[config.mk]
export PLATFORM = sky130hd
export DESIGN_NAME = i2c_target
export DESIGN_NICKNAME = d
export VERILOG_FILES = /design/src/rtl/i2c_target_pkg.sv /design/src/rtl/i2c_target_sync.sv /design/src/rtl/i2c_target.sv
export SDC_FILE = /design/constraint.sdc
export NUM_CORES = 1
export LEC_CHECK = 0
export BUFFER_PORTS_ARGS = -buffer_cell sky130_fd_sc_hd__buf_4
export CELL_PAD_IN_SITES_DETAIL_PLACEMENT = 1
export CELL_PAD_IN_SITES_GLOBAL_PLACEMENT = 1
export CORE_MARGIN = 1.5
export CORE_UTILIZATION = 42
export CTS_CLUSTER_DIAMETER = 80
export CTS_CLUSTER_SIZE = 8
export DETAILED_ROUTE_END_ITERATION = 12
export PLACE_DENSITY_LB_ADDON = 0.1
export SLEW_MARGIN = 15
export SYNTH_ARGS = -nofsm -noshare
export SYNTH_HDL_FRONTEND = slang
export SYNTH_SLANG_ARGS = --single-unit
export TNS_END_PERCENT = 30
[constraint.sdc]
create_clock -name clk_i -period 2.02 [get_ports clk_i]
set_input_delay 0.101 -clock clk_i [delete_from_list [all_inputs] [get_ports clk_i]]
set_output_delay 0.101 -clock clk_i [all_outputs]
set_load 0.02 [all_outputs]
[src/rtl/i2c_target_pkg.sv]
// i2c_target_pkg: shared types and constants for the I2C register target.
// Holds the FSM state encoding, ACK/NACK bus levels, bit-counter sizing
// and the register-pointer increment helper.
package i2c_target_pkg;

  localparam int unsigned BIT_CNT_W = 4;
  localparam int unsigned STATE_W   = 4;
  localparam int unsigned BYTE_W    = 8;

  typedef logic [STATE_W-1:0] state_t;

  localparam state_t ST_IDLE      = 4'd0;
  localparam state_t ST_ADDR      = 4'd1;
  localparam state_t ST_ADDR_ACK  = 4'd2;
  localparam state_t ST_PTR       = 4'd3;
  localparam state_t ST_PTR_ACK   = 4'd4;
  localparam state_t ST_WDATA     = 4'd5;
  localparam state_t ST_WDATA_ACK = 4'd6;
  localparam state_t ST_RDATA     = 4'd7;
  localparam state_t ST_RDATA_ACK = 4'd8;
  localparam state_t ST_IGNORE    = 4'd9;

  // Bus level during the acknowledge bit
  localparam logic ACK  = 1'b0;
  localparam logic NACK = 1'b1;

  localparam logic [BIT_CNT_W-1:0] BIT_LAST = BIT_CNT_W'(7);
  localparam logic [BIT_CNT_W-1:0] BIT_FULL = BIT_CNT_W'(8);

  // Register pointer advance, wraps 0xFF -> 0x00
  function automatic logic [BYTE_W-1:0] ptr_next(input logic [BYTE_W-1:0] ptr);
    return BYTE_W'(ptr + BYTE_W'(1));
  endfunction

endpackage

[src/rtl/i2c_target_sync.sv]
// i2c_target_sync: SCL/SDA synchronizer plus bus event detector.
// Ports:
//   clk_i, rst_ni            clock, synchronous active-low reset
//   scl_i, sda_i             raw pad inputs
//   scl_s, sda_s             synchronized levels (registered)
//   scl_rise_c, scl_fall_c   one-clk SCL edge pulses (combinational)
//   start_c, stop_c          one-clk START/STOP pulses (combinational)
module i2c_target_sync #(
  parameter int unsigned SYNC_STAGES = 2
) (
  input  logic clk_i,
  input  logic rst_ni,
  input  logic scl_i,
  input  logic sda_i,
  output logic scl_s,
  output logic sda_s,
  output logic scl_rise_c,
  output logic scl_fall_c,
  output logic start_c,
  output logic stop_c
);

  logic [SYNC_STAGES-1:0] scl_sync;
  logic [SYNC_STAGES-1:0] sda_sync;
  logic                   scl_prev;
  logic                   sda_prev;

  // Idle bus level is high, so everything resets to 1
  always_ff @(posedge clk_i) begin
    if (!rst_ni) begin
      scl_sync <= '1;
      sda_sync <= '1;
      scl_prev <= 1'b1;
      sda_prev <= 1'b1;
    end else begin
      scl_sync <= {scl_sync[SYNC_STAGES-2:0], scl_i};
      sda_sync <= {sda_sync[SYNC_STAGES-2:0], sda_i};
      scl_prev <= scl_sync[SYNC_STAGES-1];
      sda_prev <= sda_sync[SYNC_STAGES-1];
    end
  end

  assign scl_s = scl_sync[SYNC_STAGES-1];
  assign sda_s = sda_sync[SYNC_STAGES-1];

  assign scl_rise_c = scl_s & ~scl_prev;
  assign scl_fall_c = ~scl_s & scl_prev;
  // SDA edges only count as START/STOP while SCL is stable high
  assign start_c    = scl_s & scl_prev & sda_prev & ~sda_s;
  assign stop_c     = scl_s & scl_prev & ~sda_prev & sda_s;

endmodule

[src/rtl/i2c_target.sv]
// i2c_target: I2C target with an 8-bit register pointer and a simple
// register-file access port.
// Ports:
//   clk_i, rst_ni     clock (>= 16x SCL), synchronous active-low reset
//   scl_i, sda_i      bus pad inputs
//   sda_o, sda_t      open-drain SDA: value is always 0, sda_t=1 releases
//   reg_addr_o        register pointer
//   reg_wdata_o       write data, valid with reg_wen_o
//   reg_wen_o         one-clk write strobe
//   reg_ren_o         one-clk read-fetch strobe for reg_addr_o
//   reg_rdata_i       read data, sampled one clk after reg_ren_o
//   busy_o            addressed transaction in progress
// Build option: define I2C_TARGET_AUTOINC_EN to advance the pointer after
// every written byte and every ACKed read byte (burst access).
module i2c_target
  import i2c_target_pkg::*;
#(
  parameter logic [6:0]  DADDR       = 7'h20,
  parameter int unsigned SYNC_STAGES = 2
) (
  input  logic              clk_i,
  input  logic              rst_ni,
  input  logic              scl_i,
  input  logic              sda_i,
  output logic              sda_o,
  output logic              sda_t,
  output logic [BYTE_W-1:0] reg_addr_o,
  output logic [BYTE_W-1:0] reg_wdata_o,
  output logic              reg_wen_o,
  output logic              reg_ren_o,
  input  logic [BYTE_W-1:0] reg_rdata_i,
  output logic              busy_o
);

  logic scl_s, sda_s, scl_rise_c, scl_fall_c, start_c, stop_c;

  i2c_target_sync #(
    .SYNC_STAGES (SYNC_STAGES)
  ) u_sync (
    .clk_i      (clk_i),
    .rst_ni     (rst_ni),
    .scl_i      (scl_i),
    .sda_i      (sda_i),
    .scl_s      (scl_s),
    .sda_s      (sda_s),
    .scl_rise_c (scl_rise_c),
    .scl_fall_c (scl_fall_c),
    .start_c    (start_c),
    .stop_c     (stop_c)
  );

  state_t                 state_q, state_d;
  logic [BIT_CNT_W-1:0]   bit_cnt_q, bit_cnt_d;
  logic [BYTE_W-1:0]      shreg_q, shreg_d;
  logic                   rw_q, rw_d;
  logic                   ren_dly_q;
  logic                   sda_t_d, busy_d, wen_d, ren_d;
  logic [BYTE_W-1:0]      addr_d, wdata_d;
  logic [BYTE_W-1:0]      rx_byte;

  assign sda_o = 1'b0;

  // State and output registers
  always_ff @(posedge clk_i) begin
    if (!rst_ni) begin
      state_q     <= ST_IDLE;
      bit_cnt_q   <= '0;
      shreg_q     <= '0;
      rw_q        <= 1'b0;
      ren_dly_q   <= 1'b0;
      sda_t       <= 1'b1;
      reg_addr_o  <= '0;
      reg_wdata_o <= '0;
      reg_wen_o   <= 1'b0;
      reg_ren_o   <= 1'b0;
      busy_o      <= 1'b0;
    end else begin
      state_q     <= state_d;
      bit_cnt_q   <= bit_cnt_d;
      shreg_q     <= shreg_d;
      rw_q        <= rw_d;
      ren_dly_q   <= reg_ren_o;
      sda_t       <= sda_t_d;
      reg_addr_o  <= addr_d;
      reg_wdata_o <= wdata_d;
      reg_wen_o   <= wen_d;
      reg_ren_o   <= ren_d;
      busy_o      <= busy_d;
    end
  end

  // Next-state and next-output logic
  always_comb begin
    state_d   = state_q;
    bit_cnt_d = bit_cnt_q;
    shreg_d   = shreg_q;
    rw_d      = rw_q;
    sda_t_d   = sda_t;
    addr_d    = reg_addr_o;
    wdata_d   = reg_wdata_o;
    wen_d     = 1'b0;
    ren_d     = 1'b0;
    busy_d    = busy_o;
    rx_byte   = {shreg_q[BYTE_W-2:0], sda_s};

    // Fetched read data lands here; drive its MSB straight away only when
    // SCL is already low, otherwise wait for the next falling edge.
    if (ren_dly_q) begin
      shreg_d = reg_rdata_i;
      if (!scl_s) sda_t_d = reg_rdata_i[BYTE_W-1];
    end

`ifdef I2C_TARGET_AUTOINC_EN
    // Advance after the write strobe has been seen with the old pointer
    if (reg_wen_o) addr_d = ptr_next(reg_addr_o);
`endif

    if (start_c) begin
      state_d   = ST_ADDR;
      bit_cnt_d = '0;
      sda_t_d   = 1'b1;
      busy_d    = 1'b0;
    end else if (stop_c) begin
      state_d   = ST_IDLE;
      bit_cnt_d = '0;
      sda_t_d   = 1'b1;
      busy_d    = 1'b0;
    end else begin
      case (state_q)
        ST_ADDR: begin
          if (scl_rise_c) begin
            shreg_d   = rx_byte;
            bit_cnt_d = BIT_CNT_W'(bit_cnt_q + BIT_CNT_W'(1));
            if (bit_cnt_q == BIT_LAST) begin
              bit_cnt_d = '0;
              rw_d      = sda_s;
              if (shreg_q[6:0] == DADDR) begin
                state_d = ST_ADDR_ACK;
                busy_d  = 1'b1;
              end else begin
                state_d = ST_IGNORE;
              end
            end
          end
        end

        ST_PTR, ST_WDATA: begin
          if (scl_rise_c) begin
            shreg_d   = rx_byte;
            bit_cnt_d = BIT_CNT_W'(bit_cnt_q + BIT_CNT_W'(1));
            if (bit_cnt_q == BIT_LAST) begin
              bit_cnt_d = '0;
              if (state_q == ST_PTR) begin
                addr_d  = rx_byte;
                state_d = ST_PTR_ACK;
              end else begin
                wdata_d = rx_byte;
                wen_d   = 1'b1;
                state_d = ST_WDATA_ACK;
              end
            end
          end
        end

        // First falling edge pulls SDA low, second one ends the ACK bit
        ST_ADDR_ACK, ST_PTR_ACK, ST_WDATA_ACK: begin
          if (scl_fall_c) begin
            if (sda_t) begin
              sda_t_d = ACK;
            end else begin
              sda_t_d   = 1'b1;
              bit_cnt_d = '0;
              if (state_q == ST_ADDR_ACK) begin
                if (rw_q) begin
                  ren_d   = 1'b1;
                  state_d = ST_RDATA;
                end else begin
                  state_d = ST_PTR;
                end
              end else begin
                state_d = ST_WDATA;
              end
            end
          end
        end

        ST_RDATA: begin
          if (scl_rise_c && bit_cnt_q != BIT_FULL) begin
            bit_cnt_d = BIT_CNT_W'(bit_cnt_q + BIT_CNT_W'(1));
          end
          if (scl_fall_c) begin
            if (bit_cnt_q == '0) begin
              sda_t_d = shreg_q[BYTE_W-1];
            end else if (bit_cnt_q == BIT_FULL) begin
              sda_t_d = 1'b1;
              state_d = ST_RDATA_ACK;
            end else begin
              shreg_d = {shreg_q[BYTE_W-2:0], 1'b0};
              sda_t_d = shreg_q[BYTE_W-2];
            end
          end
        end

        ST_RDATA_ACK: begin
          if (scl_rise_c) begin
            bit_cnt_d = '0;
            if (sda_s == NACK) begin
              state_d = ST_IGNORE;
            end else begin
`ifdef I2C_TARGET_AUTOINC_EN
              addr_d = ptr_next(reg_addr_o);
`endif
              ren_d   = 1'b1;
              state_d = ST_RDATA;
            end
          end
        end

        ST_IDLE, ST_IGNORE: begin
          sda_t_d = 1'b1;
        end

        default: begin
          state_d = ST_IDLE;
          sda_t_d = 1'b1;
        end
      endcase
    end
  end

endmodule

==> impl_metrics.ini, run 1 <==
[yosys]
ys_seq_elements = 44
netlist_instances = 269
synth.distinct_cells = 55
ys_seq_area_share_pct = 38.5
synth_nets = 283
ys.warnings.count = 0
synth.avg_cell_area_um2 = 8.50
synth_area_mm2 = 0.00229
async_reset_ff_share_pct = 0
synth_top_area_share_pct = 38.5
synthTopCellsByArea = dfxtp_1 (39%), mux2i_1 (6.1%), nor2b_1 (4.1%)
synth_area_leader_cell = dfxtp_1
dominantRegCellSynth = dfxtp_1
synth-edff-count = 0

[global_route]
grt_max_degree = 36
gr-total-overflow = 0
antenna_found_initial = 0
grt_util_all_layers_pct = 22.9
grt_first_pass_wirelength_um = 10800
grt_pass1_vias = 2162

[power]
finalPower_mw = 1.96
powerDensity_mw_per_mm2 = 701
p_sw_mw = 0.559
comb_power_share_pct = 20.3
power_frac_seq_pct = 47.0
swShare_pct = 28.5
clkPwrFrac_pct = 32.7
p_int_mw = 1.40
power.leakage_nw = 1.16
ir_drop_uv = 317

[floorplanning]
ios = 33
die_area_mm2 = 0.00590
core_region_area_mm2 = 0.00517
std_cell_rows = 26
die_h_um = 76.8
start_util_pct = 44.2
fp.dieW_um = 76.8

[route]
dr.pass1.iters = 4
ant_nets = 0
viasPerCell = 5.71
routedWlPerCell_um = 17.4
vias = 2153
first_iter_violations = 129
wirelength_um = 6580
drc_errors = 0

[finish]
final_common_cell = buf_4
nets = 322
regArea_um2 = 882
synthToLayoutAreaGrowth_pct = 22.4
insertedDiodeCount = 0
drive_gt1_share_pct = 23.5
fin_cells = 377
final_cell_mix = buf_4 (52), dfxtp_1 (43), nand2_1 (23)
n_fill_cell = 618
multi_input_area_mm2 = 0.00129

[worst_setup_path]
crit_fanout = 6
required_ns = 2.19
crit_path_start = bit_cnt_q[0]
reg2reg_from = bit_cnt_q[0]
cp-end-kind = flip-flop
cp-start-kind = flip-flop
crit_type = flip-flop to flip-flop
cp.arrival_ns = 2.11

[placement]
pre_cts_ws_ns = 0.116
port_buffers = 31
gp_congestion = 0.889
dp.cells = 369
hpwlAfterDp_um = 4660

[worst_hold_path]
hp-start = rst_ni
hp-class = input port to flip-flop

[clock_network]
htree_levels = 2
clock_latency_ns = 0.29
numCtsBuffers = 5
clk_pin_slew_worst_paths_ns = 0.08
cts_tree = done
clock_path_buffers = 2
cts_sinks = 44
root_buffer = clkbuf_8

[run_status]
status = finished, final reports clean

[timing]
slew_headroom_pct = 62.8
finalSetupTns_ns = 0
layout_worst_path_cycle_share_pct = 96.0
period_minus_slack_ns = 1.94
finalMaxSlewViolations = 0
setup_viol = 0
grt_setup_unrepaired = yes
final-hold-violation-count = 0
clock_skew_ns = 0.00349
finalWorstSetupSlack_ns = 0.0805
max_freq_mhz = 516
tightestPinTransition_ns = 0.557

[job]
maxCapViolations = 0
path summary, 6_finish.rpt:
check / depth (start not counted) / endpoint / slack (ns)
hold reg to reg: 1 / u_sync.scl_sync[1] / 0.41
setup reg to reg: 7 / state_q[3] / 0.08
setup / recovery: 7 / state_q[3] / 0.08
hold / removal: 2 / u_sync.sda_prev / 0.15
cells by family after synthesis:
group           count (synthesis)  share of synthesized area, %
flops                          44                          38.5
other cells                     1                         0.164
simple gates                  105                          25.2
buf+inv                        29                          5.53
mux                            18                          8.10
fa+ha+maj                       3                          1.53
xor+xnor                        1                         0.383
compound gates                 68                          20.6
registers in the layout, indices dropped and copies added, names as in the netlist, 2 cells and up:
signal           cells
reg_addr_o           8
reg_wdata_o          8
shreg_q              8
bit_cnt_q            4
state_q              4
u_sync.scl_sync      2
u_sync.sda_sync      2
timing repair:
item / 4_1_cts / 5_1_grt
gates resized for setup: 0 / 5
setup endpoints to repair: 0 / 13
hold buffers: 2 / 0
setup buffers: 0 / 0
endpoints found under the hold margin: 2 / 0
area by class of cell:
type	instances	area share, %
Tap cell	70	3.13
Timing Repair Buffer	54	14.7
Sequential cell	44	31.5
Clock buffer	5	2.46
Multi-Input combinational cell	196	46.2
Clock inverter	1	1.07
Inverter	7	0.938
synthesized netlist by cell type (2+ instances only):
cell / n
o21ai_0: 13
or4_1: 4
a21oi_1: 13
o21ai_2: 2
o21a_1: 3
mux2_2: 4
ha_1: 2
nor4b_1: 2
a211oi_1: 2
o22ai_1: 2
mux2i_1: 14
and2_1: 2
buf_2: 5
nand2_1: 24
o211a_1: 5
nand2b_1: 10
a22oi_1: 2
inv_1: 7
a31oi_1: 2
nor4_1: 2
nor3_1: 11
dfxtp_1: 44
a32oi_1: 2
nand3_1: 12
clkbuf_1: 14
a21boi_0: 8
o31ai_1: 4
nor2b_1: 15
o32ai_1: 2
nor2_1: 12
critical path, stage by stage, from the launching register on:
cell and delay [ns]:
dfxtp_1 0.36, inv_1 0.07, ha_1 0.15, nor2b_1 0.36, a211oi_1 0.18, o21a_1 0.26
nor4b_1 0.37, nor3_1 0.07
through the flow:
step	hold WS [ns]	area, um^2	util, %
2_1_floorplan	0.174	2290	-
3_3_place_gp	0.283	2670	51.5
3_5_place_dp	0.288	2670	51.5
4_1_cts	0.144	2780	53.8
5_1_grt	0.161	2800	54.1
6_report	0.152	2800	54.1
power groups by stage:
stage               Combinational, mW  Clock [mW]  Sequential, mW
floorplan                       0.265           0           0.927
global placement                0.372           0           0.939
detailed placement              0.376           0           0.941
CTS                             0.384       0.666           0.920
global route                    0.430       0.692           0.927
finish                          0.399       0.642           0.922
layer usage:
metal	GRT usage [%]	wire length [um]
met4	5.74	63
met1	28.8	3000
met5	0	0
met2	40.4	3280
met3	3.81	223
No activity file was read; power rests on OpenSTA's default activity.
==> run 2, diff against run 1 <==
Settings changed: CORE_UTILIZATION 42 to 38.
Clock period 2.02 ns to 1.7 ns, I/O delays scaled along.
==> run 2 against run 1 <==
Against the previous run: count of clock-buffer cells in the layout increased by 2; global-route usage up 1.6 points; final cell count up 13%; maximum frequency up 9.0%; setup slack got worse by 0.16 ns; largest cell class unchanged; hold slack worse by 0.092 ns; the flow now finishes with violations (negative setup slack); non-clock buffer count is 43 higher; clock power up 9.7%; power increased by 27%.
==> impl_metrics.ini, run 2 (same netlist as run 1, synthesis figures left out) <==
[clock_network]
htree_levels = 2
root_buffer = clkbuf_8
cts_tree = done
clk_pin_slew_worst_paths_ns = 0.09
clock_latency_ns = 0.29
clock_path_buffers = 2
cts_sinks = 44
numCtsBuffers = 5

[worst_setup_path]
timing.rr.end = state_q[2]
rrSetupSlack_ns = -0.08
crit_type = flip-flop to flip-flop
r2r_cells = 6
path_cells = ha_4, nand3b_1, o311a_1, o21a_4, nor4_2, nor3_1
critPathBufInv = 0
reg2reg_from = bit_cnt_q[1]
crit_fanout = 5
cp-end-kind = flip-flop
crit_cells = 6
critPathMaxStageDelay_ns = 0.40
cp_top_family = compound AO/OA/AOI/OAI gates
cp-start-kind = flip-flop
required_ns = 1.88
cp.arrival_ns = 1.96
cp_slowest_cell = o311a_1

[route]
wirelength_um = 7690
viasPerCell = 5.48
first_iter_violations = 81
routedWlPerCell_um = 18.0
drc_errors = 0
vias = 2342
dr.pass1.iters = 4
ant_nets = 0

[timing]
final-hold-violation-count = 0
finalMaxSlewViolations = 0
fin_hold_ws_ns = 0.0602
finalWorstSetupSlack_ns = -0.0796
max_freq_mhz = 562
finalSetupTns_ns = -0.408
layout_worst_path_cycle_share_pct = 105
grt_setup_unrepaired = yes
clock_skew_ns = 0.00841
setup_viol = 9
period_minus_slack_ns = 1.78

[worst_hold_path]
hp-class = input port to flip-flop
holdPathEnd = reg_wdata_o[3]
hold_depth = 2
hp-start = rst_ni

[placement]
dp.cells = 409
hpwlAfterDp_um = 5460
gp_congestion = 0.868
dpl_cell_area_mm2 = 0.00293
port_buffers = 31

[global_route]
gr-total-overflow = 0
grt_pass1_vias = 2449
grt_util_all_layers_pct = 24.5
antenna_found_initial = 0
grt_first_pass_wirelength_um = 12200
grt_max_degree = 31

[finish]
final_util_pct = 56.3
final_common_cell = buf_4
regArea_um2 = 898
fin_cells = 427
multi_input_area_mm2 = 0.00142
n_fill_cell = 700
nets = 365
final_cell_mix = buf_4 (89), dfxtp_1 (38), nand2_1 (22)
stdcell_area_mm2 = 0.00329
reg.largest.list = reg_addr_o (8), reg_wdata_o (8), shreg_q (8)
drive_gt1_share_pct = 40.1
synthToLayoutAreaGrowth_pct = 44.0
insertedDiodeCount = 0

[floorplanning]
core_region_area_mm2 = 0.00585
die_area_mm2 = 0.00649
fp.dieW_um = 80.6
ios = 33
start_util_pct = 39.1
std_cell_rows = 28
die_h_um = 80.6

[power]
ir_drop_uv = 322
power.leakage_nw = 1.40
powerDensity_mw_per_mm2 = 759

[job]
maxCapViolations = 0

[run_status]
violations = negative setup slack
status = complete, but fails checks
==> run 2: per-stage QoR <==
stage / setup slack [ns] / total power, mW
after detailed placement: -0.195 / 1.72
after CTS: -0.0726 / 2.48
after floorplan: -0.0429 / 1.42
final: -0.0796 / 2.50
after global routing: -0.133 / 2.61
after global placement: -0.163 / 1.70
==> run 2: cell type report <==
cell class              instances  share of cell area, %
multi-input cells             196                   43.1
flip-flops and latches         44                   27.3
repair buffers                 97                   23.1
well taps                      75                   2.85
clock buffers                   7                   2.62
inverters                       7                  0.798
clock inverters                 1                  0.228
==> run 2: per-layer routing <==
layer | wire (um) | track usage [%] | vias up
met5 | 0 | 0 | -
met4 | 92 | 6.03 | 0
met3 | 212 | 3.98 | 8
met2 | 3910 | 43.8 | 36
met1 | 3480 | 30.4 | 1174
li1 | - | - | 1124
==> run 2: where the power goes <==
group          leakage [nW]  switching (mW)  internal, mW  total, mW
Clock                0.0445           0.373         0.331      0.704
Combinational          1.00           0.360         0.340      0.700
Sequential            0.360          0.0382          1.06       1.10
==> run 2: worst max-delay path by stage <==
stage / slack, ns / endpoint / startpoint
floorplan: -0.04 / bit_cnt_q[1] / state_q[1]
global placement: -0.16 / reg_addr_o[2] / state_q[3]
detailed placement: -0.20 / state_q[1] / bit_cnt_q[0]
CTS: -0.07 / state_q[1] / bit_cnt_q[1]
global route: -0.13 / state_q[0] / bit_cnt_q[1]
finish: -0.08 / state_q[2] / bit_cnt_q[1]
==> run 2: repair_timing <==
action / CTS / global route
pin swaps: 10 / 6
hold buffers: 2 / 0
cloned: 1 / 2
hold endpoints to repair: 2 / 0
gates resized for setup: 31 / 20
setup buffers: 4 / 1
setup endpoints to repair: 34 / 37
